$ cat config.mk
export PLATFORM = sky130hd
export DESIGN_NAME = sw9_child_rr_scheduler
export DESIGN_NICKNAME = d
export VERILOG_FILES = /design/src/rtl/sw9_sched_pkg.sv /design/src/rtl/sw9_rr_pick.sv /design/src/rtl/sw9_child_rr_scheduler.sv
export SDC_FILE = /design/constraint.sdc
export NUM_CORES = 1
export LEC_CHECK = 0
export ABC_CLOCK_PERIOD_IN_PS = 11300
export BUFFER_PORTS_ARGS = -buffer_cell sky130_fd_sc_hd__buf_4
export CAP_MARGIN = 10
export CORE_ASPECT_RATIO = 1.75
export CORE_UTILIZATION = 62
export DETAILED_ROUTE_END_ITERATION = 10
export PLACE_DENSITY = 0.89
export SLEW_MARGIN = 20
export SYNTH_ARGS = -nofsm -noshare
export SYNTH_HDL_FRONTEND = slang
export SYNTH_HIERARCHICAL = 1
export SYNTH_SLANG_ARGS = --single-unit
$ cat constraint.sdc
create_clock -name clk -period 11.3 [get_ports clk]
set_input_delay 1.695 -clock clk [delete_from_list [all_inputs] [get_ports clk]]
set_output_delay 1.695 -clock clk [all_outputs]
set_load 0.02 [all_outputs]
$ cat src/rtl/sw9_sched_pkg.sv
// Shared definitions for the child round-robin scheduler: FSM states,
// default sizing and the grant index type.
package sw9_sched_pkg;

    typedef enum logic [1:0] {
        IDLE,
        GRANT,
        GAP
    } sched_state_t;

    localparam int N_REQ_DEFAULT    = 5;
    localparam int MAX_HOLD_DEFAULT = 16;
    localparam int ID_W_DEFAULT     = 3;

    typedef logic [ID_W_DEFAULT-1:0] gnt_idx_t;

endpackage

$ cat src/rtl/sw9_rr_pick.sv
// Circular first-set-bit search over the eligible vector, starting one
// position after the previous winner.
module sw9_rr_pick
    import sw9_sched_pkg::*;
#(
    parameter int N_REQ = N_REQ_DEFAULT,
    parameter int ID_W  = ID_W_DEFAULT
) (
    input  logic [N_REQ-1:0] elig,
    input  logic [ID_W-1:0]  last,
    output logic [ID_W-1:0]  winner,
    output logic             found
);

    localparam int unsigned NR = N_REQ;

    function automatic logic [ID_W-1:0] wrap_idx(input logic [ID_W-1:0] base,
                                                 input int unsigned     off);
        int unsigned s;
        s = 32'(base) + off;
        if (s >= NR) s = s - NR;
        return ID_W'(s);
    endfunction

    // Offsets 1..N_REQ visit last+1 first and the previous winner last.
    always_comb begin
        winner = last;
        found  = 1'b0;
        for (int unsigned i = 1; i <= NR; i++) begin
            if (!found && elig[wrap_idx(last, i)]) begin
                winner = wrap_idx(last, i);
                found  = 1'b1;
            end
        end
    end

endmodule

$ cat src/rtl/sw9_child_rr_scheduler.sv
// Round-robin slot scheduler for five leaf children with a mandatory gap
// cycle between grants and a hold-time watchdog.
module sw9_child_rr_scheduler
    import sw9_sched_pkg::*;
#(
    parameter int N_REQ    = N_REQ_DEFAULT,
    parameter int MAX_HOLD = MAX_HOLD_DEFAULT,
    parameter int ID_W     = ID_W_DEFAULT
) (
    input  logic             clk,
    input  logic             rst,
    input  logic [N_REQ-1:0] req,
    input  logic [N_REQ-1:0] rel,
    input  logic [N_REQ-1:0] en_mask,
    output logic [N_REQ-1:0] gnt,
    output logic             gnt_valid,
    output logic [ID_W-1:0]  gnt_id,
    output logic             timeout,
    output logic [4:0]       hold_cnt
);

    localparam logic [4:0]       HOLD_MAX = 5'(MAX_HOLD);
    localparam logic [ID_W-1:0]  LAST_RST = ID_W'(N_REQ - 1);
    localparam logic [N_REQ-1:0] ONE      = N_REQ'(1);

    sched_state_t     state, state_n;
    logic [ID_W-1:0]  last, last_n, gnt_id_n, winner;
    logic [N_REQ-1:0] elig, gnt_n;
    logic [4:0]       hold_n;
    logic             timeout_n, found;
    logic             end_mask, end_rel, end_req, end_age;

    assign elig      = req & en_mask;
    assign gnt_valid = |gnt;

    assign end_mask = !en_mask[gnt_id];
    assign end_rel  = rel[gnt_id];
    assign end_req  = !req[gnt_id];
    assign end_age  = (hold_cnt == HOLD_MAX);

    sw9_rr_pick #(
        .N_REQ (N_REQ),
        .ID_W  (ID_W)
    ) u_pick (
        .elig   (elig),
        .last   (last),
        .winner (winner),
        .found  (found)
    );

    always_comb begin
        state_n   = state;
        gnt_n     = gnt;
        gnt_id_n  = gnt_id;
        last_n    = last;
        hold_n    = hold_cnt;
        timeout_n = 1'b0;
        case (state)
            GRANT: begin
                if (end_mask || end_rel || end_req || end_age) begin
                    state_n   = GAP;
                    gnt_n     = '0;
                    hold_n    = '0;
                    // Watchdog pulse only when no higher-priority end cause applies.
                    timeout_n = !end_mask && !end_rel && !end_req;
                end else begin
                    hold_n = hold_cnt + 5'd1;
                end
            end
            IDLE, GAP: begin
                if (found) begin
                    state_n  = GRANT;
                    gnt_n    = ONE << winner;
                    gnt_id_n = winner;
                    last_n   = winner;
                    hold_n   = 5'd1;
                end else begin
                    state_n = IDLE;
                    gnt_n   = '0;
                    hold_n  = '0;
                end
            end
            default: begin
                state_n = IDLE;
                gnt_n   = '0;
                hold_n  = '0;
            end
        endcase
    end

    always_ff @(posedge clk) begin
        if (rst) begin
            state    <= IDLE;
            gnt      <= '0;
            gnt_id   <= '0;
            last     <= LAST_RST;
            timeout  <= 1'b0;
            hold_cnt <= '0;
        end else begin
            state    <= state_n;
            gnt      <= gnt_n;
            gnt_id   <= gnt_id_n;
            last     <= last_n;
            timeout  <= timeout_n;
            hold_cnt <= hold_n;
        end
    end

endmodule

==> summary.md, run 1 <==
| Metric | Value |
|---|---|
| Flop pwr share | 0.140 |
| CTS Sinks | 17 |
| Fmax | 0.2282 GHz |
| Crit path time final | 4.381 ns |
| Slew Limit Fails | 0 |
| RSZ-0062 raised after global routing | false |
| Post-DP HPWL | 4109 µm |
| FF+latch count, synth | 17 |
| WP data arrival | 4.49 ns |
| I/O pin cnt | 32 |
| Die extent in x | 44.39 µm |
| Count leader, synth | nand2_1 |
| Largest family of logic cells by synthesized area | simple AND/OR/NAND/NOR gates |
| Setup_tns | 0 ns |
| Comb power frac | 0.790 |
| Sw Ratio | 0.5324 |
| Part of the cycle the worst path needs | 0.3877 |
| Leak | 0.0008768 µW |
| Pre-antenna DRT Iters | 4 |
| Critical Path Sink Type | flip-flop |
| Layout Nets | 299 |
| Synth Area in Adders | 0.08729 |
| Top cell type's share of synthesized area | 0.1746 |
| Hold Buf Count CTS | 0 |
| CP max-delay cell | or4_4 |
| Max cap viols | 0 |
| TritonCTS Buffers | 3 |
| Fillers | 226 |
| Die area | 0.003381 mm² |
| CTS max path bufs | 2 |
| Clock group share of total power | 0.070 |
| Synth Area per Inst | 8.055 µm² |
| Power Density | 297.7 mW/mm² |
| Clock-pin slew on the worst setup and hold paths | 0.06 ns |
| Kind of critical path | in2reg |
| Netlist area before placement | 0.001949 mm² |
| First-pass GRT wire length | 8466 µm |
| Die Height | 76.18 µm |
| Core ar. | 0.002960 mm² |
| Worst path required time | 11.41 ns |
| Initial antenna violation count | 0 |
| Layout area overhead | 13.41% |
| Initial core utilization | 0.6585 |
| Ranking of synthesized cells by area | dfxtp_1 17%, ha_1 7.7%, nand2_1 4.6% |
| Via count of the routed design | 2050 |
| Outcome | complete, no violations |
| Via density | 6.613 |
| Share of cells above drive strength 1 | 0.2388 |
| Clock root buffer | clkbuf_8 |
| Ant. Diodes | 0 |
| PortBufs | 31 |
| Psw | 350.4 µW |
| Worst min-delay path class | reg2reg |
| Int Power | 307.8 µW |
| Netlist cell types | 75 |
| Worst hold start | gnt[4] |
| Post-synth top area cell | dfxtp_1 |
| Max-slew headroom at the worst pin | 0.2749 |
| Synth cell count leaders | 24 x nand2_1, 17 x dfxtp_1, 16 x a21oi_1 |
| Post-CTS setup buffer count | 0 |
| Post-route DRC | 0 |
| Largest net degree at the start of global routing | 28 |
| Most used DFF post-synth | dfxtp_1 |
| GRT overflow | 0 |
| Compound-Gate Fraction of Synth Area | 0.2542 |
| Crit path launch | en_mask[3] |
| Synth async-reset ratio | 0 |
| CP Launch Type | input pin |
| H-tree Lvls | 1 |
| TritonCTS clock tree | built |
| Worst VDD drop | 0.2145 mV |
| Yosys warns | 6 |
| Starting DRT DRC Count | 93 |
| Post-synthesis xor/xnor area fraction | 0.03466 |
| Rows | 26 |
| Post-CTS sizing | 0 |
| WHS | 0.4706 ns |
| GPL Wtd Cong | 0.9756 |
| Clock skew | 0.002318 ns |
| Cells after synthesis | 242 |
| Total wire length | 5354 µm |
| R2R Setup Slk | 6.98 ns |
| Overall routing resource usage | 0.3267 |
| Simple-gate portion of the synthesized area | 0.3171 |
| Crit path largest cell delay | 0.62 ns |
| Final hold violations | 0 |
| Post-DRT Antenna Nets | 0 |
| Max FO, Critical Path | 12 |
| Syn nets | 272 |
| Worst-Margin Slew | 1.081 ns |
| Post-synth EDFFs | 0 |
| Post-DR wirelength/cell | 17.27 µm |
| Register area share after synthesis | 0.1746 |
| Vias in the first global route | 1966 |
| Worst skew pair latency | 0.26 ns |
| R2r startpoint | gnt_id[1] |
| Final setup viols | 0 |
| Mux contribution to synthesized area | 0.06611 |
| CP cell instances | buf_4, and2_1, nand2b_1, a22oi_1, a311oi_1, o32a_1, nand4_1, or4_4, o31a_1, a22oi_2, inv_1, nand3_1, o21ai_1 |
-- power by group through the flow --
stage | Combinational [µW] | Sequential, µW | Clock [µW]
after global placement | 496 | 92.5 | 0
after detailed placement | 505 | 93.5 | 0
after floorplan | 404 | 95.5 | 0
final | 520 | 92.4 | 45.8
after CTS | 508 | 92.1 | 45.6
after global routing | 565 | 94.3 | 47.3
-- registers in the layout, indices dropped and copies added (netlist names) --
signal    count
gnt_id        3
timeout       1
hold_cnt      5
gnt           5
last          1
state         2
-- cell type report --
| type | count | area (µm²) | area share |
|---|---|---|---|
| clock buffer | 3 | 41.29 | 0.01868 |
| clock inverter | 1 | 5.005 | 0.002264 |
| inverter | 13 | 51.30 | 0.02320 |
| multi-input combinational | 202 | 1480 | 0.6695 |
| sequential | 17 | 340.3 | 0.1539 |
| tap | 42 | 52.55 | 0.02377 |
| timing repair buffer | 32 | 240.2 | 0.1087 |
-- critical path, delay by kind of cell --
| kind | cells | cell delay, ns |
|---|---|---|
| AOI/OAI and AO/OA | 6 | 1.13 |
| and+or+nand+nor | 5 | 1.41 |
| buffers and inverters | 2 | 0.25 |
-- cells in the final DEF, fill, tap and decap left out, types with 3 or more instances in the layout --
master    count
buf_4        32
nand2_1      24
dfxtp_1      17
a21oi_1      16
nor2_1       15
inv_1        12
ha_1         12
o21ai_0       8
mux2i_1       8
nand2b_1      7
nor2b_1       7
and2_1        6
nor3_1        6
nand3_1       6
o22ai_1       5
nor4_1        4
nor3b_1       3
o21ai_1       3
xnor2_1       3
o211ai_1      3
clkbuf_8      3
o31ai_1       3
-- logic make-up after synthesis --
| group | after synthesis |
|---|---|
| AOI/OAI and AO/OA | 68 |
| xor gates and xnor gates | 6 |
| adders and majority gates | 13 |
| buffers and inverters | 23 |
| DFF | 17 |
| muxes | 11 |
| and+or+nand+nor | 104 |
-- routing by layer --
metal / up-vias / GRT usage / wire length [µm]
met4: 0 / 0.2030 / 308
li1: 948 / - / -
met5: - / 0 / 0
met1: 967 / 0.3087 / 1795
met3: 37 / 0.03318 / 256
met2: 98 / 0.6132 / 2994
-- worst paths after layout --
check / to / depth (start not counted)
max: gnt[4] / 13
min: gnt[4] / 2
min reg2reg: gnt[4] / 2
max reg2reg: gnt[1] / 14
-- metrics by stage --
| stage | instance area [µm²] | utilization | total power [µW] | worst slack, ns | cells |
|---|---|---|---|---|---|
| floorplan | 1949 | - | 499.7 | 7.242 | 242 |
| finish | 2211 | 0.7468 | 658.1 | 6.919 | 310 |
| detailed placement | 2165 | 0.7312 | 598.6 | 6.695 | 306 |
| global route | 2211 | 0.7468 | 706.2 | 6.547 | 310 |
| global placement | 2165 | 0.7312 | 588.3 | 6.768 | 306 |
| CTS | 2211 | 0.7468 | 646.0 | 6.958 | 310 |
(Power assumes the default switching activity.)
==> inputs of run 2 (changes only) <==
- ABC_CLOCK_PERIOD_IN_PS: 11300 -> 3800
- CORE_UTILIZATION: 62 -> 52
- PLACE_DENSITY: 0.89 -> 0.79
- clock period: 11.3 -> 3.8 ns (I/O delays scaled with it)
==> run 2 against run 1 <==
  * Combinational power grew to 3.5 times the previous value
  * Non-clock buffer count is 14 higher
  * Worst hold slack better by 0.0053 ns
  * Cell area is 6.5% higher
  * Count of clock-buffer cells in the layout stayed put
  * Sequential power grew to 2.9 times the previous value
  * Final cell count is 5.8% higher
  * Power grew to 3.4 times the previous value
  * Die area is 19% higher
  * Via count hardly changed
  * Critical path depth is 2 higher
  * Highest routed layer unchanged
==> summary.md, run 2 (same netlist as run 1, synthesis figures left out) <==
| Metric | Value |
|---|---|
| Worst VDD drop | 0.6450 mV (+200%) |
| Largest net degree at the start of global routing | 28 (unchanged) |
| Ant. Diodes | 0 (unchanged) |
| Via density | 6.256 (-5.4%) |
| Final hold violations | 0 (unchanged) |
| Overall routing resource usage | 0.2973 (-0.02938) |
| Setup WS pre-CTS | 0.09776 ns (-6.598 ns) |
| CTS max path bufs | 2 (unchanged) |
| Core ar. | 0.003592 mm² (+21%) |
| Finished Layout Cells | 328 (+5.8%) |
| Max cap viols | 0 (unchanged) |
| Share of cells above drive strength 1 | 0.3014 (+0.06261) |
| Crit path launch | gnt_id[0] |
| Die Height | 83.00 µm (+9.0%) |
| Kind of critical path | reg2reg |
| R2r startpoint | gnt_id[0] |
| TritonCTS Buffers | 3 (unchanged) |
| Part of the cycle the worst path needs | 0.9770 |
| WHS | 0.4758 ns (+0.005259 ns) |
| TritonCTS clock tree | built |
| Crit path time final | 3.713 ns |
| Power Density | 946.9 mW/mm² (+220%) |
| Post-DR wirelength/cell | 16.68 µm (-3.4%) |
| WP data arrival | 3.89 ns (-0.60 ns) |
| Starting DRT DRC Count | 94 (+1.1%) |
| Pre-antenna DRT Iters | 4 (unchanged) |
| Dpl cells | 323 (+5.6%) |
| Crit path largest cell delay | 0.55 ns (-0.07 ns) |
| Worst path required time | 3.97 ns (-7.44 ns) |
| Rows | 29 (+12%) |
| Via count of the routed design | 2052 (+0.098%) |
| CTS Sinks | 17 (unchanged) |
| Worst-Margin Slew | 1.039 ns (-0.04255 ns) |
| Leak | 0.0009497 µW (+8.3%) |
| H-tree Lvls | 1 (unchanged) |
| Crit path to | gnt[2] |
| I/O pin cnt | 32 (unchanged) |
| Outcome | complete, no violations |
| Worst setup margin | 0.08736 ns (-6.831 ns) |
| Max-slew headroom at the worst pin | 0.3035 (+0.02854) |
| Die area | 0.004007 mm² (+19%) |
| Slew Limit Fails | 0 (unchanged) |
| Clock root buffer | clkbuf_8 |
| Max FO, Critical Path | 11 (-1) |
| Post-DRT Antenna Nets | 0 (unchanged) |
| GRT overflow | 0 (unchanged) |
| Worst min-delay path class | reg2reg |
| Vias in the first global route | 2057 (+4.6%) |
| Hold Buf Count CTS | 0 (unchanged) |
| Fmax | 0.2694 GHz |
| Layout Nets | 313 (+4.7%) |
| Commonest non-fill, non-tap cell in the layout | buf_4 |
| Final Power | 2229 µW (+240%) |
| Initial core utilization | 0.5427 (-0.1158) |
| Fillers | 309 (+37%) |
| R2R Setup Slk | 0.09 ns (-6.89 ns) |
| Clock skew | 0.005410 ns (+0.003092 ns) |
| Post-DP HPWL | 4382 µm (+6.6%) |
| First-pass GRT wire length | 8832 µm (+4.3%) |
| Setup_tns | 0 ns (unchanged) |
| Final setup viols | 0 (unchanged) |
| PortBufs | 31 (unchanged) |
| Layout area overhead | 20.73% |
| Total wire length | 5470 µm (+2.2%) |
| Worst skew pair latency | 0.25 ns (about the same) |
| Worst r2r dst | gnt[2] |
| CP Launch Type | flip-flop |
| CP cell instances | clkinv_4, ha_1, inv_1, fa_2, o21ba_2, or3b_1, o2111a_1, o32a_1, nand4_1, buf_6, nor3b_1, o31ai_1, a31oi_1, or3_4, o22ai_1 |
| Post-route DRC | 0 (unchanged) |
| Initial antenna violation count | 0 (unchanged) |
| Die extent in x | 48.29 µm (+8.8%) |
| Clock-pin slew on the worst setup and hold paths | 0.07 ns (about the same) |
| Commonest non-fill, non-tap cells in the layout | 45 x buf_4, 24 x nand2_1, 16 x a21oi_1, 16 x dfxtp_1, 15 x nor2_1 |
| FF-to-FF path depth | 15 (+1) |
| Biggest regs | gnt (5), hold_cnt (5), gnt_id (3) |
| Critical Path Sink Type | flip-flop |
| CP max-delay cell | fa_2 |
| GPL Wtd Cong | 0.9324 (-4.4%) |
run 2: changes by cell type in the layout (fill, tap and decap cells not counted), sizes merged:
cell	delta
clkinv	+1
inv	-1
buf	+14
run 2: how the worst min path moves through the flow:
stage                  start        to  slack (ns)  cells after the start
CTS                   gnt[4]    gnt[4]        0.48                      2
detailed placement    gnt[4]    gnt[4]        0.47                      2
floorplan           state[1]  state[1]        0.50                      2
finish                gnt[4]    gnt[4]        0.48                      2
global placement      gnt[4]    gnt[4]        0.46                      2
global route          gnt[4]    gnt[4]        0.50                      2
run 2: per-stage QoR:
step | cell area, µm² | util
after floorplan | 1949 | -
after global placement | 2267 | 0.6311
after detailed placement | 2267 | 0.6311
after CTS | 2313 | 0.6440
after global routing | 2354 | 0.6552
final | 2354 | 0.6552
run 2: layout make-up:
type	instances	area (µm²)	area share
Timing Repair Buffer	46	349.1	0.1483
Tap cell	46	57.56	0.02446
Inverter	13	53.80	0.02286
Multi-Input combinational cell	202	1505	0.6396
Clock inverter	1	5.005	0.002127
Sequential cell	17	341.6	0.1451
Clock buffer	3	41.29	0.01754
run 2: where the power goes:
group          internal, µW  switching, µW
Sequential              220           44.2
Clock                  72.8           61.4
Combinational           826           1000
run 2: what timing repair did:
| item | 4_1_cts | 5_1_grt |
|---|---|---|
| setup endpoints to repair | 0 | 5 |
| setup buffers | 0 | 1 |
| gates resized for setup | 0 | 9 |
run 2: critical path, delay by kind of cell, from the launching register on:
kind | cells | cell delay (ns)
flip-flops | 1 | 0.34
AND/OR/NAND/NOR | 4 | 0.98
buffers and inverters | 3 | 0.32
adder cells (fa/ha/maj) | 2 | 0.71
AO/OA/AOI/OAI | 6 | 1.27
run 2: per-layer routing:
| layer | track usage | share of wire |
|---|---|---|
| met1 | 0.2900 | 0.34 |
| met3 | 0.03478 | 0.027 |
| met2 | 0.5212 | 0.58 |
| met4 | 0.1944 | 0.051 |
| met5 | 0 | 0 |
==> inputs of run 3 (changes only) <==
- PLACE_DENSITY: 0.79 -> 0.77
- SETUP_SLACK_MARGIN: unset -> 0.3
- SLEW_MARGIN: 20 -> unset
==> run 3 against run 2 <==
  * Core utilization increased by 3.2 points
  * Highest routed layer unchanged
  * Register-to-register slack improved by 0.18 ns
  * Non-clock buffer count increased by 2
  * Sequential power increased by 4%
  * Sequential share of layout area decreased by 0.38 points
==> summary.md, run 3 (same netlist as run 1, synthesis figures left out) <==
| Metric | Value |
|---|---|
| Share of cells above drive strength 1 | 0.3662 (+0.06478) |
| CTS Sinks | 17 (unchanged) |
| Crit path time final | 3.532 ns (-0.1803 ns) |
| WHS Endpoint | gnt[4] |
| Final Power | 2410 µW (+8.1%) |
| Post-DP HPWL | 4274 µm (-2.5%) |
| Initial antenna violation count | 0 (unchanged) |
| TritonCTS Buffers | 3 (unchanged) |
| Worst r2r dst | gnt[2] |
| Slew Limit Fails | 0 (unchanged) |
| Post-route DRC | 0 (unchanged) |
| Worst min-delay path class | reg2reg |
| Kind of critical path | reg2reg |
| Max-slew headroom at the worst pin | 0.2868 (-0.01671) |
| Critical Path Sink Type | flip-flop |
| R2r startpoint | gnt_id[1] |
| CTS max path bufs | 2 (unchanged) |
| R2R Setup Slk | 0.27 ns (+0.18 ns) |
| Outcome | complete, no violations |
| Hold Buf Count CTS | 0 (unchanged) |
| Commonest non-fill, non-tap cell in the layout | buf_4 |
| Die Height | 83.00 µm (unchanged) |
| H-tree Lvls | 1 (unchanged) |
| Leak | 0.0009782 µW (+3.0%) |
| PortBufs | 31 (unchanged) |
| Largest net degree at the start of global routing | 28 (unchanged) |
| Worst skew pair latency | 0.26 ns (about the same) |
| Clock skew | 0.001593 ns (-0.003818 ns) |
| Part of the cycle the worst path needs | 0.9296 (-0.04746) |
| Post-DR wirelength/cell | 17.42 µm (+4.4%) |
| Overall routing resource usage | 0.3047 (+0.007405) |
| Ant. Diodes | 0 (unchanged) |
| FF-to-FF path depth | 14 (-1) |
| Clock root buffer | clkbuf_8 |
| Hold-critical path depth | 2 (unchanged) |
| Worst VDD drop | 0.7978 mV (+24%) |
| Pre-antenna DRT Iters | 4 (unchanged) |
| Total wire length | 5747 µm (+5.1%) |
| Layout area overhead | 26.70% |
| Worst hold start | gnt[4] |
| Max FO, Critical Path | 7 (-4) |
| Fmax | 0.2831 GHz (+5.1%) |
| Worst path required time | 3.98 ns (about the same) |
| Layout Nets | 315 (+0.64%) |
| Max cap viols | 0 (unchanged) |
| Core ar. | 0.003592 mm² (unchanged) |
| GPL Wtd Cong | 0.9887 (+6.0%) |
| Setup_tns | 0 ns (unchanged) |
| Starting DRT DRC Count | 65 (-31%) |
| WHS | 0.4706 ns (-0.005194 ns) |
| Via density | 6.212 (-0.70%) |
| Final setup viols | 0 (unchanged) |
| Setup WS pre-CTS | 0.1994 ns (+0.1017 ns) |
| Fin area | 0.002470 mm² (+4.9%) |
| CP Launch Type | flip-flop |
| TritonCTS clock tree | built |
| Worst setup margin | 0.2677 ns (+0.1803 ns) |
| Post-DRT Antenna Nets | 0 (unchanged) |
| First-pass GRT wire length | 8914 µm (+0.93%) |
| RSZ-0062 raised after global routing | true |
| Power Density | 975.7 mW/mm² (+3.0%) |
| Die area | 0.004007 mm² (unchanged) |
| Final hold violations | 0 (unchanged) |
| Initial core utilization | 0.5427 (unchanged) |
| Die extent in x | 48.29 µm (unchanged) |
| Biggest regs | gnt (5), hold_cnt (5), gnt_id (3) |
| Rows | 29 (unchanged) |
| Clock-pin slew on the worst setup and hold paths | 0.06 ns (about the same) |
| Cell Area, Placed | 0.002266 mm² (about the same) |
| WP data arrival | 3.71 ns (-0.18 ns) |
| Worst-Margin Slew | 1.063 ns (+0.02492 ns) |
| GRT overflow | 0 (unchanged) |
| Commonest non-fill, non-tap cells in the layout | 45 x buf_4, 24 x nand2_1, 14 x a21oi_1, 14 x dfxtp_1, 12 x nor2_1 |
| Vias in the first global route | 1997 (-2.9%) |
| I/O pin cnt | 32 (unchanged) |
| Via count of the routed design | 2050 (-0.097%) |
-- run 3: cell count changes in the layout (fill, tap and decap cells not counted), moves of 2 or more --
cell / delta
nor2_1: -3
a21oi_1: -2
a21oi_2: +2
dfxtp_1: -2
dfxtp_4: +2
ha_1: -2
ha_4: +2
nor2_2: +2
nor3_1: -2
nor3_2: +2
o21ai_2: +2
-- run 3: area by class of cell --
class / count / area (µm²)
flip-flops and latches: 17 / 349.1
repair buffers: 48 / 365.4
well taps: 46 / 57.56
clock buffers: 4 / 45.04
fillers: 296 / 1122
inverters: 13 / 56.30
multi-input cells: 202 / 1597
-- run 3: timing repair --
action / CTS / global route
pin swaps: 1 / 6
setup endpoints to repair: 5 / 9
resized for setup: 9 / 17
cloned: 0 / 1
setup buffers: 5 / 2
-- run 3: metal layers --
metal | track usage | vias up | share of wire
li1 | - | 976 | -
met1 | 0.3014 | 961 | 0.35
met2 | 0.5442 | 78 | 0.54
met3 | 0.02174 | 35 | 0.038
met4 | 0.1869 | 0 | 0.069
met5 | 0 | - | 0
-- run 3: how the worst max path moves through the flow --
stage	start	to
after floorplan	gnt_id[0]	gnt[2]
after detailed placement	gnt_id[0]	gnt[2]
final	gnt_id[1]	gnt[2]
after global placement	gnt_id[1]	gnt[2]
after CTS	last[2]	gnt[2]
after global routing	gnt_id[1]	gnt[2]
-- run 3: metrics by stage --
stage | utilization | cells
after floorplan | - | 242
after global placement | 0.6308 | 318
after detailed placement | 0.6308 | 318
after CTS | 0.6621 | 327
after global routing | 0.6876 | 330
final | 0.6876 | 330
-- run 3: critical path: stages, from the launching register on --
cell and delay, ns:
dfxtp_4 0.41, ha_4 0.15, inv_2 0.03, fa_2 0.55
o21ba_4 0.17, or3b_1 0.35, o2111a_1 0.15, o32a_1 0.33
nand4_1 0.14, buf_6 0.14, nor3_2 0.04, nand2_1 0.08
or3b_4 0.40, or3_4 0.35, o22ai_1 0.16
-- run 3: report_power, final --
| part | total, µW | switching, µW | leakage (µW) | internal (µW) |
|---|---|---|---|---|
| Clock | 135 | 60.0 | 0.0000228 | 74.6 |
| Combinational | 2000 | 1080 | 0.000816 | 917 |
| Sequential | 274 | 51.5 | 0.000140 | 223 |
| Total | 2410 | 1190 | 0.000978 | 1210 |
